[src/rtl/datapath_sequencer_pkg.sv]
// Shared types and field layout for the datapath command sequencer.
package datapath_sequencer_pkg;

  localparam int unsigned OP_W   = 7;
  localparam int unsigned REG_W  = 5;
  localparam int unsigned IMM_W  = 32;
  localparam int unsigned DATA_W = 32;

  // Command entry layout, LSB first: wb, use_imm, imm, rd, rs2, rs1, op
  localparam int unsigned WB_LSB      = 0;
  localparam int unsigned USE_IMM_LSB = 1;
  localparam int unsigned IMM_LSB     = 2;
  localparam int unsigned RD_LSB      = IMM_LSB + IMM_W;
  localparam int unsigned RS2_LSB     = RD_LSB + REG_W;
  localparam int unsigned RS1_LSB     = RS2_LSB + REG_W;
  localparam int unsigned OP_LSB      = RS1_LSB + REG_W;
  localparam int unsigned ENTRY_W     = OP_LSB + OP_W;

  typedef enum logic [1:0] {
    ST_IDLE = 2'd0,
    ST_EXEC = 2'd1,
    ST_RESP = 2'd2
  } state_e;

  typedef struct packed {
    logic [OP_W-1:0]  op;
    logic [REG_W-1:0] rs1;
    logic [REG_W-1:0] rs2;
    logic [REG_W-1:0] rd;
    logic [IMM_W-1:0] imm;
    logic             use_imm;
    logic             wb;
  } cmd_entry_t;

endpackage

[src/rtl/datapath_sequencer_if.sv]
// Command, datapath-control and response signals of the sequencer.
interface datapath_sequencer_if
  import datapath_sequencer_pkg::*;
#(
  parameter int unsigned CNT_W = 32
);
  logic              cmd_valid;
  logic              cmd_ready;
  logic [OP_W-1:0]   cmd_op;
  logic [REG_W-1:0]  cmd_rs1;
  logic [REG_W-1:0]  cmd_rs2;
  logic [REG_W-1:0]  cmd_rd;
  logic [IMM_W-1:0]  cmd_imm;
  logic              cmd_use_imm;
  logic              cmd_wb;

  logic [OP_W-1:0]   dp_op;
  logic [REG_W-1:0]  dp_addr_a;
  logic [REG_W-1:0]  dp_addr_b;
  logic [REG_W-1:0]  dp_addr_d;
  logic [IMM_W-1:0]  dp_immed;
  logic              dp_y_sel;
  logic              dp_write;
  logic [DATA_W-1:0] dp_w;

  logic              resp_valid;
  logic              resp_ready;
  logic [DATA_W-1:0] resp_data;
  logic [REG_W-1:0]  resp_rd;

  logic              busy;
  logic [CNT_W-1:0]  retired;

  // Issuer / datapath / consumer side
  modport master (
    output cmd_valid, cmd_op, cmd_rs1, cmd_rs2, cmd_rd, cmd_imm, cmd_use_imm, cmd_wb,
    output dp_w, resp_ready,
    input  cmd_ready, dp_op, dp_addr_a, dp_addr_b, dp_addr_d, dp_immed, dp_y_sel, dp_write,
    input  resp_valid, resp_data, resp_rd, busy, retired
  );

  // Sequencer side
  modport slave (
    input  cmd_valid, cmd_op, cmd_rs1, cmd_rs2, cmd_rd, cmd_imm, cmd_use_imm, cmd_wb,
    input  dp_w, resp_ready,
    output cmd_ready, dp_op, dp_addr_a, dp_addr_b, dp_addr_d, dp_immed, dp_y_sel, dp_write,
    output resp_valid, resp_data, resp_rd, busy, retired
  );

endinterface

[src/rtl/datapath_sequencer_seq_cmd_fifo.sv]
// DEPTH-entry synchronous command FIFO; extra pointer bit separates full from empty.
module seq_cmd_fifo #(
  parameter int unsigned DEPTH = 4,
  parameter int unsigned WIDTH = 56
) (
  input  logic                    clk,
  input  logic                    reset,
  input  logic                    push,
  input  logic                    pop,
  input  logic [WIDTH-1:0]        din,
  output logic                    full,
  output logic                    empty,
  output logic [WIDTH-1:0]        head,
  output logic [$clog2(DEPTH):0]  count
);
  localparam int unsigned PTR_W = $clog2(DEPTH);

  logic [PTR_W:0]     r_wr_ptr;
  logic [PTR_W:0]     r_rd_ptr;
  logic [WIDTH-1:0]   r_mem [DEPTH];
  logic               w_push_ok;
  logic               w_pop_ok;

  assign empty = (r_wr_ptr == r_rd_ptr);
  assign full  = (r_wr_ptr[PTR_W] != r_rd_ptr[PTR_W]) &&
                 (r_wr_ptr[PTR_W-1:0] == r_rd_ptr[PTR_W-1:0]);
  assign w_push_ok = push & ~full;
  assign w_pop_ok  = pop & ~empty;
  assign head  = r_mem[r_rd_ptr[PTR_W-1:0]];
  assign count = r_wr_ptr - r_rd_ptr;

  always_ff @(posedge clk or negedge reset) begin
    if (!reset) begin
      r_wr_ptr <= '0;
      r_rd_ptr <= '0;
    end else begin
      if (w_push_ok) r_wr_ptr <= r_wr_ptr + (PTR_W+1)'(1);
      if (w_pop_ok)  r_rd_ptr <= r_rd_ptr + (PTR_W+1)'(1);
    end
  end

  // Storage carries no reset; contents are only visible through a valid read pointer
  always_ff @(posedge clk) begin
    if (w_push_ok) r_mem[r_wr_ptr[PTR_W-1:0]] <= din;
  end

endmodule

[src/rtl/datapath_sequencer.sv]
// Queues ALU commands, drives the datapath controls for one at a time and returns each result.
module datapath_sequencer
  import datapath_sequencer_pkg::*;
#(
  parameter int unsigned DEPTH = 4,
  parameter int unsigned CNT_W = 32
) (
  input logic                 clk,
  input logic                 reset,
  datapath_sequencer_if.slave bus
);
  localparam int unsigned PTR_W = $clog2(DEPTH);
  localparam int unsigned CNT_FW = PTR_W + 1;

  state_e              r_state;
  state_e              w_state_nxt;

  cmd_entry_t          w_entry;
  logic [ENTRY_W-1:0]  w_head;
  logic                w_full;
  logic                w_empty;
  logic [PTR_W:0]      w_count;
  logic [PTR_W:0]      w_count_nxt;
  logic                w_push;
  logic                w_pop;
  logic                w_hs;
  logic                w_dp_write_nxt;
  logic                w_resp_valid_nxt;
  logic                w_busy_nxt;

  logic [OP_W-1:0]     r_dp_op;
  logic [REG_W-1:0]    r_dp_addr_a;
  logic [REG_W-1:0]    r_dp_addr_b;
  logic [REG_W-1:0]    r_dp_addr_d;
  logic [IMM_W-1:0]    r_dp_immed;
  logic                r_dp_y_sel;
  logic                r_dp_write;
  logic                r_resp_valid;
  logic [DATA_W-1:0]   r_resp_data;
  logic [REG_W-1:0]    r_resp_rd;
  logic                r_busy;
  logic [CNT_W-1:0]    r_retired;

  always_comb begin
    w_entry         = '0;
    w_entry.op      = bus.cmd_op;
    w_entry.rs1     = bus.cmd_rs1;
    w_entry.rs2     = bus.cmd_rs2;
    w_entry.rd      = bus.cmd_rd;
    w_entry.imm     = bus.cmd_imm;
    w_entry.use_imm = bus.cmd_use_imm;
    w_entry.wb      = bus.cmd_wb;
  end

  assign w_push = bus.cmd_valid & ~w_full;
  assign w_hs   = r_resp_valid & bus.resp_ready;

  seq_cmd_fifo #(
    .DEPTH (DEPTH),
    .WIDTH (ENTRY_W)
  ) u_fifo (
    .clk   (clk),
    .reset (reset),
    .push  (w_push),
    .pop   (w_pop),
    .din   (w_entry),
    .full  (w_full),
    .empty (w_empty),
    .head  (w_head),
    .count (w_count)
  );

  always_ff @(posedge clk or negedge reset) begin
    if (!reset) r_state <= ST_IDLE;
    else        r_state <= w_state_nxt;
  end

  // Next state, pop decision and next values of the registered status outputs
  always_comb begin
    w_state_nxt      = r_state;
    w_pop            = 1'b0;
    w_dp_write_nxt   = 1'b0;
    w_resp_valid_nxt = 1'b0;
    w_busy_nxt       = 1'b0;
    w_count_nxt      = w_count;

    case (r_state)
      ST_IDLE: begin
        if (!w_empty) begin
          w_pop       = 1'b1;
          w_state_nxt = ST_EXEC;
        end
      end
      ST_EXEC: w_state_nxt = ST_RESP;
      ST_RESP: begin
        if (w_hs) begin
          if (!w_empty) begin
            w_pop       = 1'b1;
            w_state_nxt = ST_EXEC;
          end else begin
            w_state_nxt = ST_IDLE;
          end
        end
      end
      default: w_state_nxt = ST_IDLE;
    endcase

    // x0 is hard-wired zero in the bank, so writes to it are never issued
    w_dp_write_nxt   = w_pop & w_head[WB_LSB] & (w_head[RD_LSB +: REG_W] != '0);
    w_resp_valid_nxt = (w_state_nxt == ST_RESP);
    w_count_nxt      = w_count + CNT_FW'(w_push) - CNT_FW'(w_pop);
    w_busy_nxt       = (w_count_nxt != '0) || (w_state_nxt != ST_IDLE);
  end

  // Datapath control fields are loaded on pop and otherwise hold
  always_ff @(posedge clk or negedge reset) begin
    if (!reset) begin
      r_dp_op     <= '0;
      r_dp_addr_a <= '0;
      r_dp_addr_b <= '0;
      r_dp_addr_d <= '0;
      r_dp_immed  <= '0;
      r_dp_y_sel  <= 1'b0;
      r_dp_write  <= 1'b0;
    end else begin
      r_dp_write <= w_dp_write_nxt;
      if (w_pop) begin
        r_dp_op     <= w_head[OP_LSB  +: OP_W];
        r_dp_addr_a <= w_head[RS1_LSB +: REG_W];
        r_dp_addr_b <= w_head[RS2_LSB +: REG_W];
        r_dp_addr_d <= w_head[RD_LSB  +: REG_W];
        r_dp_immed  <= w_head[IMM_LSB +: IMM_W];
        r_dp_y_sel  <= ~w_head[USE_IMM_LSB];
      end
    end
  end

  // Response capture at the end of EXEC, retire counter and busy flag
  always_ff @(posedge clk or negedge reset) begin
    if (!reset) begin
      r_resp_valid <= 1'b0;
      r_resp_data  <= '0;
      r_resp_rd    <= '0;
      r_busy       <= 1'b0;
      r_retired    <= '0;
    end else begin
      r_resp_valid <= w_resp_valid_nxt;
      r_busy       <= w_busy_nxt;
      if (r_state == ST_EXEC) begin
        r_resp_data <= bus.dp_w;
        r_resp_rd   <= r_dp_addr_d;
      end
      if (w_hs) r_retired <= r_retired + CNT_W'(1);
    end
  end

  assign bus.cmd_ready  = ~w_full;
  assign bus.dp_op      = r_dp_op;
  assign bus.dp_addr_a  = r_dp_addr_a;
  assign bus.dp_addr_b  = r_dp_addr_b;
  assign bus.dp_addr_d  = r_dp_addr_d;
  assign bus.dp_immed   = r_dp_immed;
  assign bus.dp_y_sel   = r_dp_y_sel;
  assign bus.dp_write   = r_dp_write;
  assign bus.resp_valid = r_resp_valid;
  assign bus.resp_data  = r_resp_data;
  assign bus.resp_rd    = r_resp_rd;
  assign bus.busy       = r_busy;
  assign bus.retired    = r_retired;

endmodule

[src/flat_wrapper.sv]
// flat-port wrapper written by rule: the top's interface ports become plain ports
module datapath_sequencer_flat import datapath_sequencer_pkg::*;
#(
  parameter int unsigned DEPTH = 4,
  parameter int unsigned CNT_W = 32
)
  (clk, reset, bus_cmd_valid, bus_cmd_op, bus_cmd_rs1, bus_cmd_rs2, bus_cmd_rd, bus_cmd_imm, bus_cmd_use_imm, bus_cmd_wb, bus_dp_w, bus_resp_ready, bus_cmd_ready, bus_dp_op, bus_dp_addr_a, bus_dp_addr_b, bus_dp_addr_d, bus_dp_immed, bus_dp_y_sel, bus_dp_write, bus_resp_valid, bus_resp_data, bus_resp_rd, bus_busy, bus_retired);
  datapath_sequencer_if #(.CNT_W(CNT_W)) bus_i ();
  input logic clk;
  input logic reset;
  input wire logic [$bits(bus_i.cmd_valid)-1:0] bus_cmd_valid;
  input wire logic [$bits(bus_i.cmd_op)-1:0] bus_cmd_op;
  input wire logic [$bits(bus_i.cmd_rs1)-1:0] bus_cmd_rs1;
  input wire logic [$bits(bus_i.cmd_rs2)-1:0] bus_cmd_rs2;
  input wire logic [$bits(bus_i.cmd_rd)-1:0] bus_cmd_rd;
  input wire logic [$bits(bus_i.cmd_imm)-1:0] bus_cmd_imm;
  input wire logic [$bits(bus_i.cmd_use_imm)-1:0] bus_cmd_use_imm;
  input wire logic [$bits(bus_i.cmd_wb)-1:0] bus_cmd_wb;
  input wire logic [$bits(bus_i.dp_w)-1:0] bus_dp_w;
  input wire logic [$bits(bus_i.resp_ready)-1:0] bus_resp_ready;
  output wire logic [$bits(bus_i.cmd_ready)-1:0] bus_cmd_ready;
  output wire logic [$bits(bus_i.dp_op)-1:0] bus_dp_op;
  output wire logic [$bits(bus_i.dp_addr_a)-1:0] bus_dp_addr_a;
  output wire logic [$bits(bus_i.dp_addr_b)-1:0] bus_dp_addr_b;
  output wire logic [$bits(bus_i.dp_addr_d)-1:0] bus_dp_addr_d;
  output wire logic [$bits(bus_i.dp_immed)-1:0] bus_dp_immed;
  output wire logic [$bits(bus_i.dp_y_sel)-1:0] bus_dp_y_sel;
  output wire logic [$bits(bus_i.dp_write)-1:0] bus_dp_write;
  output wire logic [$bits(bus_i.resp_valid)-1:0] bus_resp_valid;
  output wire logic [$bits(bus_i.resp_data)-1:0] bus_resp_data;
  output wire logic [$bits(bus_i.resp_rd)-1:0] bus_resp_rd;
  output wire logic [$bits(bus_i.busy)-1:0] bus_busy;
  output wire logic [$bits(bus_i.retired)-1:0] bus_retired;
  assign bus_i.cmd_valid = bus_cmd_valid;
  assign bus_i.cmd_op = bus_cmd_op;
  assign bus_i.cmd_rs1 = bus_cmd_rs1;
  assign bus_i.cmd_rs2 = bus_cmd_rs2;
  assign bus_i.cmd_rd = bus_cmd_rd;
  assign bus_i.cmd_imm = bus_cmd_imm;
  assign bus_i.cmd_use_imm = bus_cmd_use_imm;
  assign bus_i.cmd_wb = bus_cmd_wb;
  assign bus_i.dp_w = bus_dp_w;
  assign bus_i.resp_ready = bus_resp_ready;
  assign bus_cmd_ready = bus_i.cmd_ready;
  assign bus_dp_op = bus_i.dp_op;
  assign bus_dp_addr_a = bus_i.dp_addr_a;
  assign bus_dp_addr_b = bus_i.dp_addr_b;
  assign bus_dp_addr_d = bus_i.dp_addr_d;
  assign bus_dp_immed = bus_i.dp_immed;
  assign bus_dp_y_sel = bus_i.dp_y_sel;
  assign bus_dp_write = bus_i.dp_write;
  assign bus_resp_valid = bus_i.resp_valid;
  assign bus_resp_data = bus_i.resp_data;
  assign bus_resp_rd = bus_i.resp_rd;
  assign bus_busy = bus_i.busy;
  assign bus_retired = bus_i.retired;
  datapath_sequencer #(.DEPTH(DEPTH), .CNT_W(CNT_W)) u_core (.clk(clk), .reset(reset), .bus(bus_i));
endmodule
[config.mk]
export PLATFORM = sky130hd
export DESIGN_NAME = datapath_sequencer_flat
export DESIGN_NICKNAME = d
export VERILOG_FILES = /design/src/rtl/datapath_sequencer_pkg.sv /design/src/rtl/datapath_sequencer_if.sv /design/src/rtl/datapath_sequencer_seq_cmd_fifo.sv /design/src/rtl/datapath_sequencer.sv /design/src/flat_wrapper.sv
export SDC_FILE = /design/constraint.sdc
export NUM_CORES = 1
export LEC_CHECK = 0
export ABC_AREA = 1
export CAP_MARGIN = 0
export CORE_MARGIN = 2
export CORE_UTILIZATION = 48
export CTS_CLUSTER_SIZE = 24
export DETAILED_ROUTE_END_ITERATION = 7
export GPL_ROUTABILITY_DRIVEN = 0
export MAX_ROUTING_LAYER = met4
export PLACE_DENSITY = 0.86
export SYNTH_ARGS = -nofsm -noshare
export SYNTH_HDL_FRONTEND = slang
export SYNTH_SLANG_ARGS = --single-unit
export TNS_END_PERCENT = 1
[constraint.sdc]
create_clock -name clk -period 3.65 [get_ports clk]
set_input_delay 0.9125 -clock clk [delete_from_list [all_inputs] [get_ports clk]]
set_output_delay 0.9125 -clock clk [all_outputs]
set_load 0.01 [all_outputs]
==> results.cfg, run 1 <==
[route]
vias = 9400
top_layer_used = met4
first_pass_iters = 8
wl_met1_mm = 12.8
met3WireLength_mm = 2.23
antenna_left = 0
drt_iter0_drc = 723
wl_mm = 31.6
via_per_inst = 5.31
drc = 4
met2WireLength_mm = 15.7
wire_per_inst_um = 17.9

[synth]
syn_nets = 1233
synth_edf_count = 224
ys_top_cells_by_area = edfxtp_1, dfrtp_1, nand2_1
syn_avg_cell_area_sq_um = 12.3
synth_warnings = 0
yosysTopAreaCell = edfxtp_1
synth_seq_area_share_pct = 72.4
synth_area_sq_um = 14000
netlist.area_leader.share_pct = 48.2
synth-main-ff-cell = edfxtp_1
ys_seq_elements = 359
synth_cell_types = 26
synth_cells = 1131
synth-async-reset-ratio_pct = 37.6

[setup_path]
worst_ep_arrival_time_ns = 3.30
r2r_end = u_core.bus.busy
crit_chain = clkdlybuf4s50_1, nand2_1, a21oi_1, nand2_2, fa_1, inv_1, fa_1, inv_1, ha_1, xnor2_1, xor2_1, nand3_1
reg2reg_slack_ns = 0.97
cp_slowest_cell = clkdlybuf4s50_1
worstRegToRegCells = 13
cp_max_fo = 3
end_kind = flop
critPathLaunch = bus_resp_ready
slowest_delay_ns = 0.47
cp-start-kind = input pin
r2r_start = u_core.u_fifo.r_wr_ptr[1]
critPathKind = in -> reg
required_ns = 4.00
crit_end = u_core.bus.busy

[final_layout]
nets = 1457
final_util_pct = 62.6
area.sequential_sq_um = 10100
drive_gt1_share_pct = 8.88
n_fill_cell = 2088
multi_input_area_sq_um = 3490
layout_common_cells = nand2_1, edfxtp_1, clkdlybuf4s50_1
synthToLayoutAreaGrowth_pct = 28.8
final_common_cell = nand2_1

[floorplanning]
start_util_pct = 48.6
dieArea_sq_um = 30500
ios = 220
fp.dieH_um = 175
core_area_sq_um = 28700
die_w_um = 175
rows = 62

[cts]
cts-hold-fix-buffers = 0
cts_setup_buffers = 0
max-clock-path-buffers = 3
cts-root-buf = clkbuf_16
numClockSinks = 359
cts_tree = done
cts_resized = 0
clk-insertion-delay-late_ns = 0.53
htree_levels = 2
clkTransAtPathRegs_ns = 0.05
cts_inserted_buffers = 38

[flow_run]
maxCapViolCount = 0

[global_route]
grt_pass1_wl_mm = 50.6
antenna_found_initial = 2
grt_max_degree = 114
grt_pass1_vias = 9482
gr-usage-all-layers_pct = 21.7
grt-ovfl-total = 0

[sta]
timing.hold.ws_ns = 0.432
grt_setup_unrepaired = false
fin_crit_ns = 2.95
maxSlewViolCount = 0
hold_viol_final = 0
fmax_mhz = 339
slew_headroom_pct = 22.2
skew_ns = 0.0187
setup_viol = 0
finalCritPeriodShare_pct = 80.9
worst-slew-pin-transition_ns = 1.17

[min_path]
holdCritPathClass = in -> async

[place]
numPortBuffers = 219
hpwl_mm = 18.5

[outcome]
status = finished, violations left
violations = DRC

[pwr]
peakVddDrop_uv = 630
pwr_density_cell_nw_per_um2 = 873
leakage_uw = 0.00698
[through the flow]
step / setup slack (ns) / total power [uW] / instance area, sq um / setup TNS, ns / std cells
after global routing: 0.521 / 16700 / 18000 / 0 / 1771
after detailed placement: 0.207 / 11700 / 16600 / 0 / 1699
final: 0.699 / 15700 / 18000 / 0 / 1771
after CTS: 0.698 / 15900 / 18000 / 0 / 1769
after floorplan: -0.270 / 9320 / 14000 / -60.57 / 1131
after global placement: 0.226 / 11500 / 16600 / 0 / 1699
[final cells by class]
class / instances / share of cell area [%]
Antenna cell: 2 / 0.0278
Clock buffer: 57 / 6.43
Clock inverter: 13 / 1.10
Inverter: 39 / 0.821
Multi-Input combinational cell: 682 / 19.4
Sequential cell: 359 / 56.2
Tap cell: 384 / 2.67
Timing Repair Buffer: 235 / 13.3
[power breakdown]
group	switching [uW]	internal, uW	leakage [uW]
registers	510	5580	0.00372
clock network	1520	2550	0.000662
logic	3230	2310	0.00260
total	5260	10400	0.00698
[worst min-delay path by stage]
stage	from	slack, ns	cells after the start	to
2_1_floorplan	u_core.r_state[0]	0.47	1	u_core.bus.resp_valid
3_3_place_gp	u_core.bus.dp_immed[26]	0.46	2	u_core.bus.dp_immed[26]
3_5_place_dp	u_core.bus.dp_op[1]	0.46	2	u_core.bus.dp_op[1]
4_1_cts	reset	0.46	1	u_core.bus.resp_valid
5_1_grt	reset	0.49	1	u_core.bus.resp_valid
6_report	reset	0.43	1	u_core.bus.retired[14]
[kinds of logic (layout without fill, tap and decap cells)]
kind of cell	count (synthesis)	count (layout)	synth area share, %
buffers and inverters	90	344	2.83
muxes	37	37	2.98
xor gates and xnor gates	32	32	2.01
AOI/OAI and AO/OA	164	164	6.34
other	0	2	0
DFF	359	359	72.4
and+or+nand+nor	439	439	12.5
adders and majority gates	10	10	1.00
[Yosys cell counts (8+ instances only)]
master	instances
mux2_2	37
ha_1	8
buf_2	19
edfxtp_1	224
xor2_1	17
nand4_1	13
clkbuf_1	25
nand2_1	251
o21ai_0	108
o22ai_1	50
dfrtp_1	135
inv_1	38
nor2_1	137
xnor2_1	15
nand3_1	29
[metal layers]
layer,up-vias,global-route usage [%]
met5,-,-
met4,0,7.81
met3,72,4.11
met2,351,36.1
met1,4597,26.7
li1,4380,-
[critical path, delay by kind of cell]
| family | cells | cell delay, ns |
|---|---|---|
| buffers and inverters | 3 | 0.62 |
| AOI/OAI and AO/OA | 1 | 0.23 |
| xor gates and xnor gates | 2 | 0.30 |
| adders and majority gates | 3 | 0.98 |
| and+or+nand+nor | 3 | 0.27 |
[registers in the layout, summed over array words and instances, names as in the netlist]
signal                  flops
u_core.bus.busy             1
u_core.bus.dp_addr_a        5
u_core.bus.dp_addr_b        5
u_core.bus.dp_addr_d        5
u_core.bus.dp_immed        32
u_core.bus.dp_op            7
u_core.bus.dp_write         1
u_core.bus.dp_y_sel         1
u_core.bus.resp_data       32
u_core.bus.resp_rd          5
u_core.bus.resp_valid       1
u_core.bus.retired         32
u_core.r_state              2
u_core.u_fifo.r_mem       224
u_core.u_fifo.r_rd_ptr      3
u_core.u_fifo.r_wr_ptr      3
Power figures use the tool's default switching activity.
==> run 2, diff against run 1 <==
- CORE_UTILIZATION: 48 -> 54
- PLACE_DENSITY: 0.86 -> 0.91
- clock period: 3.65 -> 2.8 ns (I/O delays scaled with it)
==> run 2 against run 1 <==
Net effect:
- the run now ends clean
- via count up 0.83%
- largest power group unchanged
- clock power up 13%
- register-to-register slack worse by 0.83 ns
- setup slack worse by 0.57 ns
- first-iteration DRC count up 41%
- largest cell class unchanged
- utilization up 7.8 points
- combinational power up 36%
- clock-buffer cell count down 4
- sequential power up 31%
- clock skew down 0.0054 ns
- sequential share of layout area up 0.61 points
==> results.cfg, run 2 (synthesized netlist as in run 1, its figures left out) <==
[outcome]
status = complete, no violations

[cts]
clkTransAtPathRegs_ns = 0.06
cts-hold-fix-buffers = 0
numClockSinks = 359
max-clock-path-buffers = 3
cts_tree = done
cts_inserted_buffers = 36
cts-root-buf = clkbuf_16
clk-insertion-delay-late_ns = 0.52
htree_levels = 2

[setup_path]
reg2reg_slack_ns = 0.14
r2r_start = u_core.u_fifo.r_rd_ptr[0]
worst_ep_arrival_time_ns = 3.01
cp_max_fo = 3
worstRegToRegCells = 12
crit_end = u_core.bus.busy
required_ns = 3.14
r2r_end = u_core.bus.busy
critPathKind = in -> reg
end_kind = flop
cp-start-kind = input pin
critPathLaunch = bus_resp_ready

[sta]
setup_slack_ns = 0.130
fmax_mhz = 375
fin_crit_ns = 2.67
maxSlewViolCount = 0
skew_ns = 0.0133
worst-slew-pin-transition_ns = 1.17
finalCritPeriodShare_pct = 95.4
setup_viol = 0
hold_viol_final = 0
slew_headroom_pct = 22.2
timing.hold.ws_ns = 0.0605
grt_setup_unrepaired = false
fin_setup_tns_ns = 0

[global_route]
grt_max_degree = 114
grt-ovfl-total = 0
grt_pass1_vias = 9656
gr-usage-all-layers_pct = 24.3
grt_pass1_wl_mm = 49.6
antenna_found_initial = 3

[pwr]
peakVddDrop_uv = 838
pwr_density_cell_nw_per_um2 = 1130
power_uw = 20100
leakage_uw = 0.00691

[route]
antenna_left = 0
vias = 9478
drc = 0
first_pass_iters = 5
drt_iter0_drc = 1023
wire_per_inst_um = 18.5
via_per_inst = 5.51
wl_mm = 31.8

[final_layout]
postLayoutCellArea_sq_um = 17800
nets = 1461
final_common_cell = nand2_1
largest_register_ffs = 224
drive_gt1_share_pct = 9.08
layout_common_cells = nand2_1, edfxtp_1, clkdlybuf4s50_1
synthToLayoutAreaGrowth_pct = 27.4

[floorplanning]
dieArea_sq_um = 27200
die_w_um = 165
core_area_sq_um = 25300
rows = 58
fp.dieH_um = 165
ios = 220
start_util_pct = 55.3

[min_path]
holdCritPathClass = in -> async

[flow_run]
maxCapViolCount = 0

[place]
post_dp_cell_area_sq_um = 16600
hpwl_mm = 18.8
numPortBuffers = 219
place_ws_ns = -0.492
run 2: cell types whose count changed in the layout (fill, tap and decap cells not counted), sizes merged:
cell    delta
buf        +6
bufinv     -3
clkbuf     -4
clkinv     +2
diode      +1
inv        +1
run 2: how the worst min path moves through the flow:
stage	startpoint	endpoint	slack (ns)	depth (start not counted)
5_1_grt	reset	u_core.bus.resp_data[30]	0.07	1
2_1_floorplan	reset	u_core.bus.busy	0.40	0
6_report	reset	u_core.bus.retired[17]	0.06	1
3_5_place_dp	u_core.bus.dp_op[5]	u_core.bus.dp_op[5]	0.47	2
4_1_cts	reset	u_core.bus.resp_data[30]	0.06	1
3_3_place_gp	u_core.bus.dp_immed[28]	u_core.bus.dp_immed[28]	0.46	2
run 2: final cells by class:
type	count	area [sq um]
Timing Repair Buffer	241	2450
Tap cell	330	413
Clock buffer	53	1020
Multi-Input combinational cell	682	3530
Inverter	39	148
Sequential cell	359	10100
Clock inverter	13	116
Fill cell	1700	7470
Antenna cell	3	7.51
run 2: metal layers:
layer / vias up / GRT usage [%] / share of wire, %
met1: 4549 / 28.7 / 38
met5: - / - / 0
li1: 4372 / - / -
met2: 486 / 41.7 / 51
met4: 0 / 8.70 / 2.4
met3: 71 / 4.90 / 9.2
run 2: what timing repair did:
item | 4_1_cts | 5_1_grt
gates resized for setup | 1 | 8
setup buffers | 0 | 1
endpoints found under the setup margin | 1 | 1
pin swaps | 0 | 5
endpoints found under the hold margin | 0 | 0
run 2: metrics by stage:
stage	instances	utilization, %
final	1720	70.4
after detailed placement	1650	65.7
after floorplan	1131	-
after global placement	1650	65.7
after CTS	1716	70.2
after global routing	1720	70.4
run 2: critical path, cell delays in order:
cell             delay (ns)
clkdlybuf4s50_1        0.47
nand2_2                0.08
a21oi_4                0.17
nand2_2                0.09
fa_2                   0.36
inv_2                  0.06
fa_1                   0.40
inv_1                  0.09
ha_2                   0.30
nor3_4                 0.17
nand3_1                0.11
run 2: report_power, final:
part	internal [uW]	switching [uW]
registers	7270	687
logic	3170	4360
clock network	2710	1890
